`src/rtl/pipe_pkg.sv`:
```
// Shared pipeline definitions: register file geometry and MDU latency.
package pipe_pkg;

    localparam int REG_W   = 5;
    localparam int NREGS   = 32;
    localparam int MDU_LAT = 4;

    typedef logic [REG_W-1:0] reg_idx_t;

    localparam reg_idx_t ZERO_REG = '0;

endpackage

```
`src/rtl/sb_counter.sv`:
```
// Saturating down-counter used for one scoreboard entry.
// A load has priority over the decrement. The count stops at zero and never wraps.
module sb_counter #(
    parameter int CNT_W = 4
) (
    input  logic             clk,
    input  logic             rst_n,
    input  logic             load_i,
    input  logic [CNT_W-1:0] val_i,
    output logic             nz_o
);

    logic [CNT_W-1:0] cnt_q;
    logic [CNT_W-1:0] cnt_d;

    // Next count: load wins, otherwise step toward zero.
    always_comb begin
        cnt_d = cnt_q;
        if (load_i) begin
            cnt_d = val_i;
        end else if (cnt_q != '0) begin
            cnt_d = cnt_q - 1'b1;
        end
    end

    // Count register; reset abandons any countdown in progress.
    always_ff @(posedge clk or negedge rst_n) begin
        if (!rst_n) begin
            cnt_q <= '0;
        end else begin
            cnt_q <= cnt_d;
        end
    end

    assign nz_o = (cnt_q != '0);

endmodule

```
`src/rtl/reg_scoreboard.sv`:
```
// Producer-side hazard scoreboard for the 5-stage pipeline.
//
// The scoreboard tracks registers whose writer is a load or the MDU, until the
// result becomes forwardable. It raises stall in ID for RAW, WAW and MDU
// structural hazards.
//
// Optional macro SCOREBOARD_STATS_EN adds a saturating 32-bit stall_cycles counter.
//
// Handshake: an ID instruction issues when id_valid=1, id_flush=0 and stall=0.
// While stall is high, the pipeline holds the ID inputs stable.
// When id_flush is high, nothing issues and stall stays low.
module reg_scoreboard
    import pipe_pkg::*;
#(
    parameter int CNT_W = 4   // 2**CNT_W must exceed MDU_LAT
) (
    input  logic             clk,
    input  logic             rst_n,
    input  logic             id_valid,
    input  reg_idx_t         id_RegS,
    input  reg_idx_t         id_RegT,
    input  logic             id_useS,
    input  logic             id_useT,
    input  reg_idx_t         id_RegD,
    input  logic             id_RegWrite,
    input  logic             id_isLoad,
    input  logic             id_isMdu,
    input  logic             id_flush,
    output logic             stall,
    output logic             mdu_busy,
`ifdef SCOREBOARD_STATS_EN
    output logic [31:0]      stall_cycles,
`endif
    output logic [NREGS-1:0] pending
);

    localparam logic [CNT_W-1:0] LOAD_CNT = CNT_W'(1);
    localparam logic [CNT_W-1:0] MDU_CNT  = CNT_W'(MDU_LAT);

    logic raw_hit;
    logic waw_hit;
    logic struct_hit;
    logic issue;
    logic dst_track;
    logic [CNT_W-1:0] dst_val;

    // Hazard detection and issue decision. These depend only on registered
    // scoreboard state, so there is no combinational loop through stall.
    always_comb begin
        raw_hit    = (id_useS && pending[id_RegS]) || (id_useT && pending[id_RegT]);
        waw_hit    = id_RegWrite && (id_RegD != ZERO_REG) && pending[id_RegD];
        struct_hit = id_isMdu && mdu_busy;
        stall      = id_valid && !id_flush && (raw_hit || waw_hit || struct_hit);
        issue      = id_valid && !id_flush && !stall;
        // Only long-latency writers are tracked. ALU results are forwarded.
        dst_track  = issue && id_RegWrite && (id_RegD != ZERO_REG) && (id_isLoad || id_isMdu);
        // If both flags are set, the load path wins: one bubble only.
        dst_val    = id_isLoad ? LOAD_CNT : MDU_CNT;
    end

    // One countdown per architectural register. Register 0 is never tracked.
    for (genvar r = 0; r < NREGS; r++) begin : g_reg
        if (r == 0) begin : g_zero
            assign pending[r] = 1'b0;
        end else begin : g_cnt
            logic ld;
            assign ld = dst_track && (id_RegD == reg_idx_t'(r));
            sb_counter #(.CNT_W(CNT_W)) u_cnt (
                .clk    (clk),
                .rst_n  (rst_n),
                .load_i (ld),
                .val_i  (dst_val),
                .nz_o   (pending[r])
            );
        end
    end

    // MDU occupancy. It is armed by any MDU issue, even one with no register write.
    sb_counter #(.CNT_W(CNT_W)) u_mdu_cnt (
        .clk    (clk),
        .rst_n  (rst_n),
        .load_i (issue && id_isMdu),
        .val_i  (MDU_CNT),
        .nz_o   (mdu_busy)
    );

`ifdef SCOREBOARD_STATS_EN
    logic [31:0] stall_cycles_q;

    // Count the cycles in which stall is asserted. The count saturates at all-ones.
    always_ff @(posedge clk or negedge rst_n) begin
        if (!rst_n) begin
            stall_cycles_q <= '0;
        end else if (stall && (stall_cycles_q != '1)) begin
            stall_cycles_q <= stall_cycles_q + 32'd1;
        end
    end

    assign stall_cycles = stall_cycles_q;
`endif

endmodule

```
`config.mk`:
```
export PLATFORM = sky130hd
export DESIGN_NAME = reg_scoreboard
export DESIGN_NICKNAME = d
export VERILOG_FILES = /design/src/rtl/pipe_pkg.sv /design/src/rtl/sb_counter.sv /design/src/rtl/reg_scoreboard.sv
export SDC_FILE = /design/constraint.sdc
export NUM_CORES = 1
export LEC_CHECK = 0
export CAP_MARGIN = 30
export CORE_MARGIN = 8
export CORE_UTILIZATION = 55
export CTS_BUF_LIST = sky130_fd_sc_hd__clkbuf_16
export CTS_CLUSTER_DIAMETER = 50
export CTS_CLUSTER_SIZE = 8
export DETAILED_ROUTE_END_ITERATION = 7
export PLACE_DENSITY = 0.84
export SYNTH_ARGS = -nofsm -noshare
export SYNTH_HDL_FRONTEND = slang
export SYNTH_SLANG_ARGS = --single-unit
```
`constraint.sdc`:
```
create_clock -name clk -period 3.45 [get_ports clk]
set_clock_uncertainty 0.1 [all_clocks]
set_input_delay 0.69 -clock clk [delete_from_list [all_inputs] [get_ports clk]]
set_output_delay 0.69 -clock clk [all_outputs]
set_load 0.02 [all_outputs]
```
==> summary.txt <==
Placed design
  – Dpl hpwl: 21400 um
  – Gp weighted congestion: 1.05
  – Post-placement cell count: 1438
  – # port buffers: 56

Yosys
  – Share of the synthesized area in the top cell type: 0.360
  – Syn_nets: 1046
  – Seq cells post-synth: 128
  – Asr flop ratio synth: 1.00
  – Mapped Cells: 989
  – Most frequent cells after synthesis: dfrtp_1 (128), inv_1 (114), a21oi_1 (67), nand2_1 (43), nor2_1 (43)
  – Yosys synthesis warning count: 0
  – Post-synthesis sequential area ratio: 0.360
  – Most common cell in the netlist: dfrtp_1
  – Top cells by area, synth: dfrtp_1 (36%), inv_1 (4.8%), ha_1 (4.6%)
  – Yosys cell types: 80
  – Largest area contributor in the netlist: dfrtp_1
  – EDFF count, synth: 0
  – Top FF cell, synth: dfrtp_1
  – Syn avg cell area: 9.00 um2
  – Mapped Area: 0.00890 mm2

Floorplanning
  – Cell Rows: 46
  – Core Region: 0.0158 mm2
  – Die area: 0.0205 mm2
  – Die W: 143 um
  – Die Y: 143 um
  – Initial core utilization: 0.562
  – Ports: 58

Critical path
  – R2r setup slk: -0.10 ns
  – Startpoint types: primary input
  – Critical R2R Launch: g_reg[30].g_cnt.u_cnt.cnt_q[0]$_DFFE_PN0P_
  – CP max FO: 3
  – Data required, critical path: 2.66 ns
  – CP cell instances: clkdlybuf4s50_1 > nor4b_1 > a211oi_1 > nor4_1 > a221oi_2 > buf_4 > a211oi_4 > nand2_4 > and2_4 > buf_6
  – CP endpoint: stall
  – CP max stage delay: 0.47 ns
  – Crit. End Element: output port
  – Setup CP Type: primary input to output port
  – Crit path DAT: 2.89 ns
  – Reg2Reg Depth: 12
  – CP startpoint: id_RegS[1]
  – RR Endpoint: g_reg[26].g_cnt.u_cnt.cnt_q[0]$_DFFE_PN0P_
  – CP max stage cell: clkdlybuf4s50_1

Timing
  – Worst-margin pin slew: 0.667 ns
  – Max Slew Vio Count: 0
  – Setup tns final: -0.684 ns
  – Max-slew headroom: 0.551
  – Crit share post-route: 1.07
  – Post-layout min period: 3.68 ns
  – PnR worst setup slack: -0.235 ns
  – # setup viols final: 7
  – RSZ-0062 raised after global routing: true
  – Max Clock Freq: 271 MHz
  – Final hold violations: 0

Finish
  – NumNets Final: 1306
  – Layout cells sized above 1: 0.301
  – Synth-to-Final Area Change: 35.3%
  – ANT cells: 0
  – Final std cells w/o fill: 1478
  – Number of fill cells: 1102

Power
  – Pwr Total: 11.1 mW
  – Power Density: 923 mW/mm2
  – Peak supply drop: 0.514 mV
  – Leak: 5.54 nW

Drt
  – Post-route ant nets: 0
  – WL/cell: 19.6 um
  – DRT iter0 DRCs: 742
  – Vias/cell: 5.92
  – Residual DRC: 0
  – Final WL: 29000 um
  – Via count: 8757
  – TritonRoute pass-1 iters: 6

Clocking
  – CTS tree: built
  – Clock Sinks: 128
  – TritonCTS buffer count: 17
  – CTS Hold Buffers Added: 0
  – Root Buffer: clkbuf_16
  – Clk Latency, worst-skew pair: 0.43 ns
  – Clock Path Buffers: 2
  – Clk slew on worst S/H paths: 0.06 ns
  – H-tree Lvls: 4

GRT
  – Pin count of the biggest net entering global routing: 62
  – GRT Total Usage: 0.285
  – Global route overflow: 0
  – Global-route wire length before repair: 44900 um
  – Antenna violations before repair: 1
  – Vias in the first global route: 8739

Run status
  – Status: finished with violations
  – Failing checks: negative setup slack

Job
  – Max Cap Violations: 0

Hold path
  – Worst hold path type: primary input to asynchronous set/reset pin
==> layout by cell type (no fill, tap or decap), types with 24 or more instances in the layout <==
| cell type | count |
|---|---|
| nor3_1 | 42 |
| nand3_1 | 26 |
| ha_1 | 25 |
| a21o_1 | 33 |
| dfrtp_1 | 128 |
| clkdlybuf4s50_1 | 44 |
| or3_1 | 40 |
| buf_4 | 255 |
| nand2_1 | 43 |
| inv_1 | 105 |
| a21oi_1 | 67 |
| nor3b_1 | 24 |
| xnor2_1 | 32 |
| nor2_1 | 43 |
==> worst max-delay path: cells and delay by family <==
family	cells	cell delay, ns
AO/OA/AOI/OAI	3	0.47
buffers and inverters	3	0.76
AND/OR/NAND/NOR	4	0.98
==> logic make-up after synthesis <==
family | after synthesis | share of synthesized area
AOI/OAI and AO/OA | 219 | 0.170
buffers and inverters | 193 | 0.0988
and+or+nand+nor | 338 | 0.233
muxes | 44 | 0.0597
other | 1 | 0.000421
DFF | 128 | 0.360
adders and majority gates | 33 | 0.0464
xor gates and xnor gates | 33 | 0.0325
==> state kept, by name, summed over array words and instances, names as in the netlist <==
signal / cells
g.g_cnt.u_cnt.cnt_q: 124
u_mdu_cnt.cnt_q: 4
==> per-stage QoR <==
stage	hold slack (ns)	utilization	setup WS, ns	cell area (um2)
2_1_floorplan	0.294	-	0.0189	8920
5_1_grt	0.118	0.761	-0.384	12000
4_1_cts	0.108	0.751	-0.180	11900
6_report	0.0958	0.761	-0.235	12000
3_5_place_dp	0.407	0.710	-0.809	11200
3_3_place_gp	0.388	0.710	-0.824	11200
==> power breakdown <==
part | switching, mW | total [mW] | internal (mW) | leakage [nW]
registers | 0.612 | 2.89 | 2.28 | 1.56
clock network | 0.735 | 1.73 | 0.993 | 0.254
logic | 3.09 | 6.50 | 3.42 | 3.73
==> per-layer routing <==
layer  vias up  track usage  share of wire
met3        81       0.0691          0.085
met4         2        0.130          0.038
met2       390        0.471           0.47
met1      4243        0.345           0.41
met5         -            0        0.00045
li1       4041            -              -
==> how the worst min path moves through the flow <==
stage | start | endpoint | slack [ns] | depth (start not counted)
floorplan | rst_n | g_reg[10].g_cnt.u_cnt.cnt_q[0]$_DFFE_PN0P_ | 0.29 | 0
global placement | u_mdu_cnt.cnt_q[3]$_DFFE_PN0P_ | u_mdu_cnt.cnt_q[3]$_DFFE_PN0P_ | 0.39 | 1
detailed placement | u_mdu_cnt.cnt_q[3]$_DFFE_PN0P_ | u_mdu_cnt.cnt_q[3]$_DFFE_PN0P_ | 0.41 | 1
CTS | rst_n | g_reg[12].g_cnt.u_cnt.cnt_q[0]$_DFFE_PN0P_ | 0.11 | 1
global route | rst_n | g_reg[14].g_cnt.u_cnt.cnt_q[3]$_DFFE_PN0P_ | 0.12 | 1
finish | rst_n | g_reg[14].g_cnt.u_cnt.cnt_q[1]$_DFFE_PN0P_ | 0.1 | 1
==> repair_timing <==
action,CTS,global route
gates resized for setup,34,31
endpoints found under the setup margin,49,50
pin swaps,6,8
buffers inserted,3,6
==> final cells by class <==
type	count	area, um2	area share
Clock buffer	17	425	0.0353
Clock inverter	15	136	0.0113
Inverter	117	439	0.0365
Multi-Input combinational cell	668	5010	0.416
Sequential cell	128	3200	0.266
Tap cell	216	270	0.0224
Timing Repair Buffer	317	2560	0.212
Note: power is estimated with default switching activity, not from simulation.
